[config.mk]
export PLATFORM = sky130hd
export DESIGN_NAME = mux_port_arbiter
export DESIGN_NICKNAME = d
export VERILOG_FILES = /design/src/rtl/mux_port_arbiter.sv
export SDC_FILE = /design/constraint.sdc
export NUM_CORES = 1
export LEC_CHECK = 0
export ABC_AREA = 1
export BUFFER_PORTS_ARGS = -buffer_cell sky130_fd_sc_hd__buf_4
export CAP_MARGIN = 10
export CORE_AREA = 5 5 42 44
export DETAILED_ROUTE_END_ITERATION = 8
export DIE_AREA = 0 0 47 49
export PLACE_DENSITY_LB_ADDON = 0.05
export SYNTH_ARGS = -nofsm -noshare
export SYNTH_HDL_FRONTEND = slang
export SYNTH_SLANG_ARGS = --single-unit
[constraint.sdc]
create_clock -name clk -period 1.45 [get_ports clk]
set_input_delay 0.145 -clock clk [delete_from_list [all_inputs] [get_ports clk]]
set_output_delay 0.145 -clock clk [all_outputs]
set_load 0.05 [all_outputs]
[src/rtl/mux_port_arbiter.sv]
// mux_port_arbiter: two-requester round-robin arbiter driving the select of a
// shared 2:1 mux. Grants, selector and preempt are all registered.
// Optional forced release on contention is enabled by `ARB_HOLD_LIMIT_EN
// (owner is released after MAX_HOLD cycles while the other side waits).
module mux_port_arbiter #(
   parameter int unsigned MAX_HOLD = 16
) (
   input  logic clk,
   input  logic rst_n,
   input  logic req0,
   input  logic req1,
   output logic gnt0,
   output logic gnt1,
   output logic selector,
   output logic busy,
   output logic preempt
);

   typedef enum logic [1:0] {
      IDLE = 2'd0,
      OWN0 = 2'd1,
      OWN1 = 2'd2
   } state_t;

`ifdef ARB_HOLD_LIMIT_EN
   localparam bit HOLD_LIMIT = 1'b1;
`else
   // No forced release: force_rel folds to 0, preempt stays 0 and the
   // hold counter has no observable effect.
   localparam bit HOLD_LIMIT = 1'b0;
`endif

   state_t     state_q, state_d;
   logic       last_q, last_d;
   logic       sel_q, sel_d;
   logic [7:0] hold_cnt_q, hold_cnt_d;
   logic       preempt_q, preempt_d;
   logic       force_rel;
   logic       forced;
   logic       entry;

   // Owner has used its slot while the other side is still waiting
   assign force_rel = HOLD_LIMIT && req0 && req1 && (hold_cnt_q == 8'(MAX_HOLD - 1));

   // State register
   always_ff @(posedge clk or negedge rst_n) begin
      if (!rst_n) state_q <= IDLE;
      else        state_q <= state_d;
   end

   // Next-state: round-robin on ties, direct handover, optional forced release
   always_comb begin
      state_d = state_q;
      forced  = 1'b0;
      case (state_q)
         IDLE: begin
            if (req0 && req1) state_d = last_q ? OWN0 : OWN1;
            else if (req0)    state_d = OWN0;
            else if (req1)    state_d = OWN1;
         end
         OWN0: begin
            if (req0) begin
               if (force_rel) begin
                  state_d = OWN1;
                  forced  = 1'b1;
               end
            end else begin
               state_d = req1 ? OWN1 : IDLE;
            end
         end
         OWN1: begin
            if (req1) begin
               if (force_rel) begin
                  state_d = OWN0;
                  forced  = 1'b1;
               end
            end else begin
               state_d = req0 ? OWN0 : IDLE;
            end
         end
         default: state_d = IDLE;
      endcase
   end

   // Outputs decoded from registered state/flops only
   always_comb begin
      gnt0     = (state_q == OWN0);
      gnt1     = (state_q == OWN1);
      busy     = (state_q != IDLE);
      selector = sel_q;
      preempt  = preempt_q;
   end

   // Pointer, selector and hold counter follow the next state; selector is
   // left alone in IDLE so the mux does not toggle
   always_comb begin
      entry     = (state_d != IDLE) && (state_d != state_q);
      last_d    = last_q;
      sel_d     = sel_q;
      preempt_d = forced;
      if (entry) begin
         last_d = (state_d == OWN1);
         sel_d  = (state_d == OWN1);
      end
      if (state_d == IDLE)      hold_cnt_d = 8'd0;
      else if (entry)           hold_cnt_d = 8'd0;
      else if (&hold_cnt_q)     hold_cnt_d = hold_cnt_q;
      else                      hold_cnt_d = hold_cnt_q + 8'd1;
   end

   // Datapath registers; last resets to 1 so requester 0 wins the first tie
   always_ff @(posedge clk or negedge rst_n) begin
      if (!rst_n) begin
         last_q     <= 1'b1;
         sel_q      <= 1'b0;
         hold_cnt_q <= 8'd0;
         preempt_q  <= 1'b0;
      end else begin
         last_q     <= last_d;
         sel_q      <= sel_d;
         hold_cnt_q <= hold_cnt_d;
         preempt_q  <= preempt_d;
      end
   end

endmodule

## Word-level counts from Yosys, hierarchy flattened

Cells that the tools add are included.

- Reductions and logical operators: 5
- Muxes and demuxes: 9
- Equality and inequality tests: 4

Operators by type and width:

| operator | count |
|---|---|
| 2-bit 2-to-1 mux | 7 |
| 2-bit case mux with 3 select lines | 1 |
| 2-bit equality test (second input constant) | 2 |
| 2-bit nonzero test | 2 |
| 2-bit by 1-bit equality test with 1-bit output (second input constant) | 1 |
| 1-bit logical AND | 2 |
| 2-bit zero test | 1 |
| 2-bit inequality test | 1 |
| 1-bit 2-to-1 mux | 1 |

- Bits of input ports: 4
- Output and inout port bits: 5
- Bits in registers: 4

## Logic depth before layout (Yosys ltp)

- Word-level depth: 6
- Depth in mapped cells: 7
- Depth with buffers taken out: 7

## Least setup slack after synthesis

Ideal clock, no wire load.

- Kind: flip-flop to output port
- Start: register state_q[0]
- End: output gnt1
- Cell stages (with the launch flop): 2
- Buffers on the path: 0
- Arrival: 1.035 ns
- Setup slack: 0.270 ns
- Cell sequence: dfrtp_1 nor2_1

- Cells in the longest elaborated chain, start to end: 1

Ends and longest elaborated chain:

| item | RTL line | source |
|---|---|---|
| start: declaration | 33 | `state_t state_q, state_d;` |
| start signal: assignment | 48 | `else state_q <= state_d;` |
| 2-bit equality test | 88 | `gnt1 = (state_q == OWN1);` |
| end: declaration | 13 | `output logic gnt1,` |

No other way between the ends.

## Worst setup path after layout

- Start: register state_q[1]
- End: output gnt0

- Cells in the longest elaborated chain, start to end: 1

Ends and longest elaborated chain:

| item | RTL line | source |
|---|---|---|
| 2-bit by 1-bit equality test with 1-bit output | 87 | `gnt0 = (state_q == OWN0);` |
| end: declaration | 12 | `output logic gnt0,` |

No other way between the ends.

==> results.md <==
* Routed wire length at 481 µm
* Hold Path Class: input pin to flip-flop
* Grt ovf at 0
* R2r setup slk at between 400 and 500 ps
* Critical path capture point type: primary output
* Max_cap viols at 0
* Root Buffer: clkbuf_4
* Period utilization at 85.3%
* H-tree depth at 1
* Setup crit end: gnt0
* Die Area at 0.00230 mm²
* Post-Syn Instances at 28
* Area grow syn2layout at 46.0%
* Drt pass-1 iters at 2
* Critical path required time at 1310 ps
* Reg2reg start: state_q[1]$_DFF_PN0_
* Mapped Area at 220 µm²
* Initial antenna violation count at 0
* Setup Skew at 4.63 ps
* Setup bufs post-CTS at 0
* Clock period minus final worst setup slack at between 1000 and 1500 ps
* Post-CTS resize count at 0
* Critical path startpoint: state_q[1]$_DFF_PN0_
* Max Fanout on Critical Path at 6
* Placed cells at 50
* Core area at 0.00140 mm²
* Clk slew on worst S/H paths at 40 ps
* Slowest-stage cell, CP: dfrtp_1
* Die H at approximately 49 µm
* GR peak layer: met1
* First-pass GRT wire length at 669 µm
* Status: finished clean
* Reg2reg end: selector$_DFFE_PN0P_
* Max incr delay on CP at ~360 ps
* Final hold viol count at 0
* Setup Viol. Count Final at 0
* Yosys reg bits at 4
* Vias after detailed routing at 201
* Met2 global-route usage at 4.98%
* Yosys top cell by area: dfrtp_1
* Num CTS Buffers at 3
* Clock buffer depth at 2
* Clk sinks at 4
* Seq/Total Area, Yosys at 46.0%
* Worst-path cell chain: inv_2 > nand2_1 > inv_1 > buf_4
* Ys Warns at 0
* Syn Area/Cell at just under 8 µm²
* Yosys cell types at 13
* Final antenna-violating net count at 0
* Top post-synthesis cells by area: dfrtp_1, dfstp_2, nand2_1, nand3_2, nand3_1
* PwrDens at 2120 mW/mm²
* Hold slack at 180 ps
* Worst vdd ir at 0.435 mV
* Largest delay share family, worst path: buffers and inverters
* Post-route setup TNS at 0 ps
* Pins Over Slew Limit at 0
* I/O Buffers at 7
* Leak at 0.181 nW
* RSZ-0062 raised after global routing: false
* Drt via density at approximately 3.7
* Top-level port count at 9
* Initial core utilization at 15.7%
* Row count at 14
* Post-Layout Cell Count at 55
* CP bufs+invs at 3
* Hold Buf Count CTS at 1
* Die W at between 40 and 50 µm
* GR met3 Demand/Resource at 1.11%
* Largest net degree at the start of global routing at 7
* Drt initial violations at 4
* Worst-skew pair later-pin latency at 230 ps
* Fmax at 809 MHz
* Crit. path cell count at 4
* ANT cells at 0
* Final GP Congestion at 0.644
* Synth top area share at about a third
* # nets final at 44
* GRT met1 Usage at 5.58%
* Crit path kind: flip-flop to primary output
* Total GRT Usage at 4.39%
* Reg2Reg Depth at 6
* Utilization after layout at a little under a quarter
* CP Data Arrival Time at approximately 1100 ps
* Proportion of layout cells with a drive suffix above 1 at roughly 41%
* DRC at 0
* Wire per inst at 8.75 µm
* CTS tree: yes
* Mapped Nets at 32
* Startpoint types: flip-flop
* Vias in the first global route at 175
==> report_power, final <==
part / switching [mW] / leakage (nW) / internal [mW]
clock: 0.0455 / 0.0150 / 0.103
sequential: 0.0243 / 0.0477 / 0.163
combinational: 0.241 / 0.118 / 0.103
==> flip-flops by register name, indices dropped and copies added (netlist names) <==
register,flops
last_q,1
selector,1
state_q,2
==> layout by cell type (no fill, tap or decap), types with 2 or more instances in the layout <==
master / count
nand3_1: 3
inv_1: 4
dfrtp_1: 3
nand3_2: 2
nand2_1: 7
buf_4: 7
clkbuf_4: 3
nand2_2: 2
==> per-layer routing <==
layer	routed length [µm]	part of all wire, %
met4	0	0
met3	47	9.8
met1	197	41
met2	235	49
met5	0	0
==> worst min path at each step <==
stage               slack, ps  start                    to  depth (start not counted)
finish                    180   req1  state_q[1]$_DFF_PN0_                          3
global route              200   req1  state_q[1]$_DFF_PN0_                          3
CTS                       170   req1  state_q[1]$_DFF_PN0_                          3
detailed placement        -60  rst_n  selector$_DFFE_PN0P_                          1
global placement          -60  rst_n  selector$_DFFE_PN0P_                          1
floorplan                -150  rst_n  selector$_DFFE_PN0P_                          0
==> worst reg2reg max path: cells and delay by family, from the launching register on <==
family / cells / cell delay (ps)
flip-flops: 1 / 360
AND/OR/NAND/NOR: 5 / 460
buffers and inverters: 1 / 110
==> cell families after synthesis <==
logic type | synth area share, %
AND/OR/NAND/NOR | 35.2
AO/OA/AOI/OAI | 5.11
other | 1.70
flip-flops | 46.0
buffers and inverters | 11.9
==> layout make-up <==
class,count,area (µm²)
multi-input cells,18,92.6
fillers,166,1080
well taps,16,20.0
clock buffers,4,26.3
inverters,5,18.8
flip-flops and latches,4,101
repair buffers,8,62.6
==> Yosys cell counts <==
cell type,number
nand3_1,3
inv_2,1
a21oi_1,1
a31oi_1,1
dfrtp_1,3
nor2_1,1
nand2_2,2
dfstp_2,1
inv_1,4
buf_4,1
nand2_1,7
conb_1,1
nand3_2,2
==> metrics by stage <==
stage                     setup WS [ps]  cell area [µm²]  total power, mW
after floorplan                     270              220            0.443
after global placement              415              285            0.537
after CTS                           194              322            0.696
after detailed placement            408              285            0.538
final                               213              322            0.680
after global routing                135              322            0.721
Power figures use the tool's default switching activity.
